==> config.mk <==
export PLATFORM = sky130hd
export DESIGN_NAME = maze_wall_follower_flat
export DESIGN_NICKNAME = d
export VERILOG_FILES = /design/src/rtl/maze_wall_follower_if.sv /design/src/rtl/maze_wall_follower.sv /design/src/flat_wrapper.sv
export SDC_FILE = /design/constraint.sdc
export NUM_CORES = 1
export LEC_CHECK = 0
export ABC_AREA = 1
export CAP_MARGIN = 20
export CORE_MARGIN = 2
export CORE_UTILIZATION = 30
export CTS_BUF_LIST = sky130_fd_sc_hd__clkbuf_16
export DETAILED_ROUTE_END_ITERATION = 8
export GPL_ROUTABILITY_DRIVEN = 0
export PLACE_DENSITY = 0.57
export SETUP_SLACK_MARGIN = 0.15
export SLEW_MARGIN = 20
export SYNTH_ARGS = -nofsm -noshare
export SYNTH_HDL_FRONTEND = slang
export SYNTH_SLANG_ARGS = --single-unit
==> constraint.sdc <==
create_clock -name clk -period 3.98 [get_ports clk]
set_clock_uncertainty 0.2 [all_clocks]
set_input_delay 0.597 -clock clk [delete_from_list [all_inputs] [get_ports clk]]
set_output_delay 0.597 -clock clk [all_outputs]
set_load 0.1 [all_outputs]
==> src/rtl/maze_wall_follower_if.sv <==
// Run-control and maze/path bus between the maze loader (master) and the wall follower (slave).
// Parameters must match the attached maze_wall_follower instance.
interface maze_wall_follower_if #(
    parameter int SIZE      = 9,
    parameter int MAX_STEPS = 255
);
    localparam int N  = $clog2(SIZE);
    localparam int SW = $clog2(MAX_STEPS + 1);

    logic [SIZE-1:0][SIZE-1:0] maze;
    logic                      start;
    logic                      hand;
    logic                      busy;
    logic                      done;
    logic                      found;
    logic                      timeout;
    logic [N-1:0]              x;
    logic [N-1:0]              y;
    logic [SW-1:0]             steps;
    logic [SIZE-1:0][SIZE-1:0] path;

    modport master (
        output maze, start, hand,
        input  busy, done, found, timeout, x, y, steps, path
    );

    modport slave (
        input  maze, start, hand,
        output busy, done, found, timeout, x, y, steps, path
    );
endinterface

==> src/rtl/maze_wall_follower.sv <==
// SIZE x SIZE wall-following maze solver with start/done handshake, step count and step-limit timeout.
// One move per cycle; start ignored while busy. MAZE_PATH_PRUNE_EN: reversing moves erase the cell left.
module maze_wall_follower #(
    parameter int SIZE      = 9,
    parameter int MAX_STEPS = 255
) (
    input  logic                 clk,
    input  logic                 rst_n,
    maze_wall_follower_if.slave  bus
);
    localparam int N  = $clog2(SIZE);
    localparam int SW = $clog2(MAX_STEPS + 1);
    localparam logic [N-1:0]  LAST  = N'(SIZE - 1);
    localparam logic [N-1:0]  ONE   = N'(1);
    localparam logic [SW-1:0] ONE_S = SW'(1);
    localparam logic [SW-1:0] LIMIT = SW'(MAX_STEPS);

    typedef enum logic [2:0] {IDLE, FIND_EXIT, FIND_ENTRY, WALK, DONE} state_t;
    // Clockwise order with y growing downwards: +1 is a right turn.
    typedef enum logic [1:0] {HD_E = 2'd0, HD_S = 2'd1, HD_W = 2'd2, HD_N = 2'd3} heading_t;

    state_t                    state, state_nxt;
    heading_t                  heading, heading_nxt;
    logic                      hand_q, hand_nxt;
    logic [N-1:0]              x, x_nxt, y, y_nxt, ex, ex_nxt;
    logic [SW-1:0]             steps, steps_nxt;
    logic                      found, found_nxt, timeout, timeout_nxt;
    logic [SIZE-1:0][SIZE-1:0] path, path_nxt;

    logic [3:0]                open;
    logic [3:0][N-1:0]         nx, ny;
    logic                      mv_ok;
    logic [1:0]                mv_dir;

    function automatic logic [1:0] prio_off(input logic left, input logic [1:0] k);
        case (k)
            2'd0:    prio_off = left ? 2'd3 : 2'd1;
            2'd1:    prio_off = 2'd0;
            2'd2:    prio_off = left ? 2'd1 : 2'd3;
            default: prio_off = 2'd2;
        endcase
    endfunction

    // Neighbour coordinates are only formed inside the grid; outside cells stay closed.
    always_comb begin
        nx   = {4{x}};
        ny   = {4{y}};
        open = '0;
        if (x != LAST) begin
            nx[HD_E]   = x + ONE;
            open[HD_E] = !bus.maze[y][nx[HD_E]];
        end
        if (y != LAST) begin
            ny[HD_S]   = y + ONE;
            open[HD_S] = !bus.maze[ny[HD_S]][x];
        end
        if (x != '0) begin
            nx[HD_W]   = x - ONE;
            open[HD_W] = !bus.maze[y][nx[HD_W]];
        end
        if (y != '0) begin
            ny[HD_N]   = y - ONE;
            open[HD_N] = !bus.maze[ny[HD_N]][x];
        end
    end

    always_comb begin
        logic [1:0] cand;
        mv_ok  = 1'b0;
        mv_dir = heading;
        cand   = heading;
        for (int k = 0; k < 4; k++) begin
            cand = heading + prio_off(hand_q, 2'(k));
            if (!mv_ok && open[cand]) begin
                mv_ok  = 1'b1;
                mv_dir = cand;
            end
        end
    end

    always_comb begin
        state_nxt   = state;
        heading_nxt = heading;
        hand_nxt    = hand_q;
        x_nxt       = x;
        y_nxt       = y;
        ex_nxt      = ex;
        steps_nxt   = steps;
        found_nxt   = found;
        timeout_nxt = timeout;
        path_nxt    = path;
        case (state)
            IDLE, DONE: begin
                if (bus.start) begin
                    state_nxt   = FIND_EXIT;
                    heading_nxt = HD_S;
                    hand_nxt    = bus.hand;
                    x_nxt       = '0;
                    y_nxt       = '0;
                    ex_nxt      = '0;
                    steps_nxt   = '0;
                    found_nxt   = 1'b0;
                    timeout_nxt = 1'b0;
                    path_nxt    = '0;
                end
            end
            FIND_EXIT: begin
                if (!bus.maze[LAST][x]) begin
                    ex_nxt    = x;
                    x_nxt     = '0;
                    state_nxt = FIND_ENTRY;
                end else if (x == LAST) begin
                    state_nxt = DONE;
                end else begin
                    x_nxt = x + ONE;
                end
            end
            FIND_ENTRY: begin
                if (!bus.maze[0][x]) begin
                    path_nxt[0][x] = 1'b1;
                    state_nxt      = WALK;
                end else if (x == LAST) begin
                    state_nxt = DONE;
                end else begin
                    x_nxt = x + ONE;
                end
            end
            WALK: begin
                if (!mv_ok) begin
                    state_nxt = DONE;
                end else begin
                    heading_nxt = heading_t'(mv_dir);
                    x_nxt       = nx[mv_dir];
                    y_nxt       = ny[mv_dir];
                    steps_nxt   = steps + ONE_S;
`ifdef MAZE_PATH_PRUNE_EN
                    if (mv_dir == 2'(heading + 2'd2))
                        path_nxt[y][x] = 1'b0;
`endif
                    path_nxt[ny[mv_dir]][nx[mv_dir]] = 1'b1;
                    if (nx[mv_dir] == ex && ny[mv_dir] == LAST) begin
                        found_nxt = 1'b1;
                        state_nxt = DONE;
                    end else if (steps + ONE_S == LIMIT) begin
                        timeout_nxt = 1'b1;
                        state_nxt   = DONE;
                    end
                end
            end
            default: state_nxt = IDLE;
        endcase
    end

    always_ff @(posedge clk or negedge rst_n) begin
        if (!rst_n) begin
            state   <= IDLE;
            heading <= HD_S;
            hand_q  <= 1'b0;
            x       <= '0;
            y       <= '0;
            ex      <= '0;
            steps   <= '0;
            found   <= 1'b0;
            timeout <= 1'b0;
            path    <= '0;
        end else begin
            state   <= state_nxt;
            heading <= heading_nxt;
            hand_q  <= hand_nxt;
            x       <= x_nxt;
            y       <= y_nxt;
            ex      <= ex_nxt;
            steps   <= steps_nxt;
            found   <= found_nxt;
            timeout <= timeout_nxt;
            path    <= path_nxt;
        end
    end

    assign bus.busy    = (state == FIND_EXIT) || (state == FIND_ENTRY) || (state == WALK);
    assign bus.done    = (state == DONE);
    assign bus.found   = found;
    assign bus.timeout = timeout;
    assign bus.x       = x;
    assign bus.y       = y;
    assign bus.steps   = steps;
    assign bus.path    = path;
endmodule
==> src/flat_wrapper.sv <==
// flat-port wrapper written by rule: the top's interface ports become plain ports
module maze_wall_follower_flat 
#(
    parameter int SIZE      = 9,
    parameter int MAX_STEPS = 255
)
  (clk, rst_n, bus_maze, bus_start, bus_hand, bus_busy, bus_done, bus_found, bus_timeout, bus_x, bus_y, bus_steps, bus_path);
  maze_wall_follower_if #(.SIZE(SIZE), .MAX_STEPS(MAX_STEPS)) bus_i ();
  input  logic clk;
  input  logic rst_n;
  input wire logic [$bits(bus_i.maze)-1:0] bus_maze;
  input wire logic [$bits(bus_i.start)-1:0] bus_start;
  input wire logic [$bits(bus_i.hand)-1:0] bus_hand;
  output wire logic [$bits(bus_i.busy)-1:0] bus_busy;
  output wire logic [$bits(bus_i.done)-1:0] bus_done;
  output wire logic [$bits(bus_i.found)-1:0] bus_found;
  output wire logic [$bits(bus_i.timeout)-1:0] bus_timeout;
  output wire logic [$bits(bus_i.x)-1:0] bus_x;
  output wire logic [$bits(bus_i.y)-1:0] bus_y;
  output wire logic [$bits(bus_i.steps)-1:0] bus_steps;
  output wire logic [$bits(bus_i.path)-1:0] bus_path;
  assign bus_i.maze = bus_maze;
  assign bus_i.start = bus_start;
  assign bus_i.hand = bus_hand;
  assign bus_busy = bus_i.busy;
  assign bus_done = bus_i.done;
  assign bus_found = bus_i.found;
  assign bus_timeout = bus_i.timeout;
  assign bus_x = bus_i.x;
  assign bus_y = bus_i.y;
  assign bus_steps = bus_i.steps;
  assign bus_path = bus_i.path;
  maze_wall_follower #(.SIZE(SIZE), .MAX_STEPS(MAX_STEPS)) u_core (.clk(clk), .rst_n(rst_n), .bus(bus_i));
endmodule
==> flow_summary.json, run 1 <==
{
  "outcome": "finished, violations left",
  "violations": "setup timing",
  "grt_max_degree": 67,
  "avgSynthCellArea_um2": 6.43,
  "htree_levels": 3,
  "post_synth_fa_ha_maj_area_fraction": 0.0117,
  "cts.hold.buffers_added": 0,
  "cts.sinks": 109,
  "antenna_found_initial": 0,
  "multiInputGateArea_um2": 6050,
  "synthMuxAreaShare": 0,
  "setup.worst_path.start": "u_core.bus.y[0]$_DFFE_PN0P_",
  "cts_tree": "built",
  "drt-pass1-iter-count": 5,
  "crit_fanout": 8,
  "slew_violations": 0,
  "antenna_left": 0,
  "start_kind": "register",
  "synth_fp_nets": 1419,
  "drt-vias-per-instance": 5.06,
  "grt_usage": 0.212,
  "r2r_slack_ns": -0.07,
  "critical_path_class": "register to register",
  "gr-total-overflow": 0,
  "synthSimpleGateAreaFrac": 0.446,
  "vias": 10200,
  "crit_required_ns": 4.03,
  "timing.rr.start": "u_core.bus.y[0]$_DFFE_PN0P_",
  "hp-class": "input port to async pin",
  "hold_ws_ns": 0.151,
  "numPortBuffers": 185,
  "netlist-cell-type-count": 45,
  "drt_iter0_markers": 812,
  "synth_compound_area_frac": 0.116,
  "cp-end-kind": "register",
  "setup.worst_path.end": "u_core.state[2]$_DFFE_PN0P_",
  "coreArea_um2": 27900,
  "io_pins": 186,
  "insertedDiodeCount": 0,
  "layout.nets": 1717,
  "fin_crit_sh": 1.02,
  "min_period_ns": 4.05,
  "grt_first_pass_wirelength_um": 51500,
  "seq_area_frac_synth": 0.320,
  "crit_top_cell": "nand2_1",
  "cp.arrival_ns": 4.10,
  "ys_warn_count": 0,
  "clk-insertion-delay-late_ns": 0.36,
  "seqCellArea_um2": 2740,
  "finalWorstSetupSlack_ns": -0.0683,
  "worst_slew_pin_slew_ns": 1.04,
  "reg2regPathDepth": 32,
  "die-area_um2": 29800,
  "hpwl_um": 23300,
  "drt-total-wl_um": 33700,
  "slew_headroom": 0.304,
  "synthToLayoutAreaGrowth_pct": 58.7,
  "r2r-end": "u_core.state[2]$_DFFE_PN0P_",
  "fillCellCount": 2665,
  "clock_path_buffers": 2,
  "rsz0062_at_grt": "yes",
  "wire_per_inst_um": 16.8,
  "chipHeight_um": 173,
  "drv_cap": 0,
  "fmax_mhz": 247,
  "syn_area_um2": 8530,
  "ys_ff_latch": 109,
  "cts_buffers": 9,
  "layout-drive-gt1-share": 0.254,
  "slowest_delay_ns": 0.45,
  "cts-root-buf": "clkbuf_16",
  "worst_path_max_delay_cell": "dfrtp_4",
  "drc": 0,
  "num_rows": 61,
  "start_util": 0.306,
  "syn_inst": 1326,
  "synth_top_family_by_area": "simple AND/OR/NAND/NOR gates",
  "synth-xor-area-share": 0.0133,
  "clkTransAtPathRegs_ns": 0.08,
  "setup_violations": 34,
  "hold_violations": 0,
  "grt_pass1_vias": 9533,
  "die_x_um": 173
}
## repair_timing
item / CTS / global route
pin swaps: 35 / 60
setup endpoints to repair: 90 / 104
gates resized for setup: 70 / 192
buffers inserted: 11 / 23
cloned: 8 / 4
## worst max-delay path: cells and delay by family (launching register included)
family | cells | cell delay (ns)
fa+ha+maj | 1 | 0.34
flops | 1 | 0.45
simple gates | 26 | 2.33
buf+inv | 5 | 0.60
## cells in the mapped netlist
library cell,count,share of area
a211oi_1,1,0.00088
nor4_4,1,0.0025
o22ai_1,21,0.015
clkinv_2,1,0.00059
buf_6,10,0.013
a22oi_1,4,0.0035
a21boi_1,1,0.00088
nor3_1,7,0.0041
a21oi_4,1,0.0019
nand3_4,1,0.0021
nor3_4,1,0.0019
nand3b_1,4,0.0035
inv_1,96,0.042
dfstp_2,1,0.0031
a21oi_1,93,0.055
nand2_2,18,0.013
nand2_4,5,0.0066
clkbuf_1,17,0.0075
nand4_2,1,0.0015
nor2_2,6,0.0044
o211ai_2,1,0.0015
dfrtp_1,108,0.32
ha_1,8,0.012
nand3_1,185,0.11
xor2_1,9,0.0092
clkbuf_4,1,0.00088
o21ai_0,33,0.019
nand3_2,8,0.0094
or2_4,1,0.0010
nor4_1,1,0.00073
nand4_1,14,0.010
a311oi_1,1,0.0010
a21oi_2,1,0.0010
xnor2_1,4,0.0041
clkinv_1,2,0.00088
nand2_1,419,0.18
o21ai_1,20,0.012
nand4_4,1,0.0025
nor2_8,1,0.0023
nor2_1,157,0.069
inv_2,9,0.0040
buf_4,13,0.011
nor2_4,14,0.018
o211ai_1,5,0.0044
buf_2,20,0.012
## cell type report
| class | instances | area share |
|---|---|---|
| clock buffer | 9 | 0.0166 |
| clock inverter | 7 | 0.00739 |
| tap | 378 | 0.0349 |
| inverter | 108 | 0.0335 |
| timing repair buffer | 340 | 0.258 |
| multi-input combinational | 1056 | 0.447 |
| sequential | 109 | 0.202 |
## layer usage
layer	GRT usage	part of all wire	up-vias
li1	-	-	4935
met4	0.0502	0.023	0
met3	0.0391	0.056	51
met2	0.346	0.47	330
met1	0.292	0.45	4844
met5	0	0	-
## sequential cells by signal (all words and copies together) (netlist names)
signal,cells
u_core.bus.timeout,1
u_core.bus.steps,8
u_core.bus.found,1
u_core.bus.y,4
u_core.hand_q,1
u_core.ex,4
u_core.state,3
u_core.heading,2
u_core.bus.x,4
u_core.bus.path,81
## layout by cell type, fill, tap and decap left out, types with 14 or more instances in the layout
cell,n
o21ai_0,26
nand2_2,36
nand2_4,36
nand2_1,360
dfrtp_1,104
buf_6,19
o21ai_1,18
a21oi_1,68
o22ai_1,19
inv_1,84
nor2_4,26
nand3_1,159
clkdlybuf4s50_1,180
nor2_1,145
nand4_1,14
buf_4,109
nand3_2,26
buf_12,25
a21oi_2,23
## how the worst min path moves through the flow
stage	depth (start not counted)	start	end	slack (ns)
final	1	rst_n	u_core.bus.path[23]$_DFFE_PN0P_	0.15
after global routing	1	rst_n	u_core.bus.timeout$_DFFE_PN0P_	0.23
after CTS	1	rst_n	u_core.bus.timeout$_DFFE_PN0P_	0.19
after detailed placement	2	u_core.bus.path[71]$_DFFE_PN0P_	u_core.bus.path[71]$_DFFE_PN0P_	0.28
after global placement	2	u_core.bus.path[66]$_DFFE_PN0P_	u_core.bus.path[66]$_DFFE_PN0P_	0.28
after floorplan	0	rst_n	u_core.bus.found$_DFFE_PN0P_	0.10
## cell families (layout without fill, tap and decap cells)
logic type	after synthesis	count (layout)
and+or+nand+nor	845	853
AOI/OAI and AO/OA	182	182
buffers and inverters	169	464
DFF	109	109
xor gates and xnor gates	13	13
adders and majority gates	8	8
## per-stage QoR
step / worst slack [ns] / utilization / area, um2 / setup TNS [ns] / std cells
2_1_floorplan: -0.0849 / - / 8670 / -4.28 / 1326
3_3_place_gp: -0.246 / 0.419 / 11700 / -11.51 / 1945
3_5_place_dp: -0.299 / 0.419 / 11700 / -12.97 / 1945
4_1_cts: 0.0512 / 0.447 / 12500 / 0 / 1980
5_1_grt: -0.282 / 0.486 / 13500 / -18.24 / 2007
6_report: -0.0683 / 0.486 / 13500 / -0.881 / 2007
Power of run 1 is not shown: default switching activity piles up to over one toggle a cycle in this logic, so the estimate is an artifact.
==> run 2, diff against run 1 <==
Settings changed: ABC_CLOCK_PERIOD_IN_PS from default to 3980, CORE_UTILIZATION 30 to 45, PLACE_DENSITY 0.57 to 0.78.
==> flow_summary.json, run 2 (synthesis gave the netlist of run 1 again) <==
{
  "drt-total-wl_um": 33600,
  "largest_register_ffs": 81,
  "hold_ws_ns": 0.101,
  "clock_path_buffers": 2,
  "grt_pass1_vias": 9662,
  "antenna_found_initial": 0,
  "gr-total-overflow": 0,
  "fillCellCount": 1452,
  "crit_buf_inv": 5,
  "wire_per_inst_um": 18.4,
  "grt_first_pass_wirelength_um": 48400,
  "mostFrequentLayoutCells": "nand2_1, clkdlybuf4s50_1, nand3_1, nor2_1, dfrtp_1",
  "numPortBuffers": 185,
  "final_area_um2": 12500,
  "layout-drive-gt1-share": 0.198,
  "synthToLayoutAreaGrowth_pct": 46.8,
  "min_period_ns": 4.20,
  "finalWorstSetupSlack_ns": -0.217,
  "clk-insertion-delay-late_ns": 0.35,
  "outcome": "finished, violations left",
  "crit_fanout": 12,
  "chipHeight_um": 142,
  "die-area_um2": 20100,
  "die_x_um": 142,
  "worst_path_max_delay_cell": "dfrtp_4",
  "cts-root-buf": "clkbuf_16",
  "cp.arrival_ns": 4.28,
  "slew_headroom": 0.300,
  "slew_violations": 0,
  "grt_max_degree": 110,
  "largest_register": "u_core.bus.path",
  "grt_usage": 0.296,
  "slowest_delay_ns": 0.48,
  "hp-class": "input port to async pin",
  "crit_required_ns": 4.07,
  "layout_commonest_cell": "nand2_1",
  "hold_violations": 0,
  "hpwl_um": 21100,
  "cts_tree": "built",
  "drt-vias-per-instance": 5.84,
  "antenna_left": 0,
  "start_kind": "register",
  "drv_cap": 0,
  "drc": 0,
  "layout.nets": 1678,
  "drt_iter0_markers": 1485,
  "start_util": 0.458,
  "cp-end-kind": "register",
  "htree_levels": 3,
  "fmax_mhz": 238,
  "io_pins": 186,
  "critical_path_class": "register to register",
  "cts.sinks": 109,
  "drt-pass1-iter-count": 7,
  "cts.hold.buffers_added": 0,
  "place_ws_ns": -0.236,
  "setup_violations": 86,
  "vias": 10600,
  "worst_slew_pin_slew_ns": 1.05,
  "coreArea_um2": 18600,
  "cts_buffers": 9,
  "num_rows": 50,
  "clkTransAtPathRegs_ns": 0.08,
  "crit_family": "simple AND/OR/NAND/NOR gates",
  "largestRegisters": "u_core.bus.path: 81 flops, u_core.bus.steps: 8 flops",
  "placed_cell_area_um2": 11200,
  "rsz0062_at_grt": "yes",
  "violations": "setup timing",
  "insertedDiodeCount": 0,
  "fin_crit_sh": 1.05
}
[run 2: cell types whose count changed in the layout (fill, tap and decap cells not counted), sizes merged]
cell	previous run	this run
buf	158	114
clkbuf	11	15
nand2	444	446
nor2	184	183
[run 2: worst register-to-register path, stage by stage (launching register included)]
cell and delay, ns:
dfrtp_4 0.48, inv_8 0.06, ha_4 0.39, inv_8 0.09
buf_12 0.16, nand3_1 0.08, nand3_1 0.08, nand2_1 0.09
nand2_1 0.08, nand2_1 0.09, nand3_2 0.09, nand2_2 0.08
nand2_2 0.06, nand4_1 0.14, nand3_2 0.15, nand2_4 0.14
nand3_4 0.10, nand2_4 0.10, nand2_4 0.08, buf_4 0.16
o21ai_1 0.20, nand2_1 0.14, nand2_4 0.16, nand3_4 0.14
buf_12 0.18, nor2_4 0.22, a21oi_1 0.12, nor2_1 0.09
[run 2: final timing paths]
| path | start | to | slack (ns) | cells past startpoint |
|---|---|---|---|---|
| setup reg to reg | u_core.bus.y[0]$_DFFE_PN0P_ | u_core.bus.path[47]$_DFFE_PN0P_ | -0.22 | 27 |
| hold / removal | rst_n | u_core.bus.path[4]$_DFFE_PN0P_ | 0.10 | 2 |
| setup / recovery | u_core.bus.y[0]$_DFFE_PN0P_ | u_core.bus.path[47]$_DFFE_PN0P_ | -0.22 | 27 |
| hold reg to reg | u_core.bus.path[51]$_DFFE_PN0P_ | u_core.bus.path[51]$_DFFE_PN0P_ | 0.30 | 2 |
| min in group clk | u_core.bus.path[51]$_DFFE_PN0P_ | u_core.bus.path[51]$_DFFE_PN0P_ | 0.30 | 2 |
| max in group asynchronous | rst_n | u_core.bus.y[0]$_DFFE_PN0P_ | 2.96 | 2 |
[run 2: metal layers]
metal | global-route usage | vias up | part of all wire
li1 | - | 4850 | -
met1 | 0.399 | 4964 | 0.39
met2 | 0.480 | 713 | 0.46
met3 | 0.0523 | 120 | 0.11
met4 | 0.103 | 0 | 0.035
met5 | 0 | - | 0
[run 2: per-stage QoR]
stage | TNS [ns] | util | instances
floorplan | -4.28 | - | 1326
global placement | -4.77 | 0.603 | 1769
detailed placement | -13.77 | 0.603 | 1769
CTS | 0 | 0.639 | 1801
global route | -29.34 | 0.672 | 1824
finish | -10.96 | 0.672 | 1824
[run 2: final cells by class]
class	count	area [um2]	area share
Inverter	108	433	0.0346
Sequential cell	109	2740	0.219
Clock buffer	9	225	0.0180
Clock inverter	7	87.6	0.00700
Timing Repair Buffer	300	3180	0.254
Tap cell	234	293	0.0234
Multi-Input combinational cell	1057	5560	0.444
[run 2: what timing repair did]
| item | 4_1_cts | 5_1_grt |
|---|---|---|
| gates resized for setup | 57 | 80 |
| gates cloned | 5 | 11 |
| pin swaps | 25 | 32 |
| setup buffers | 11 | 12 |
| endpoints found under the setup margin | 90 | 104 |
Power of run 2 is left out for the same reason.
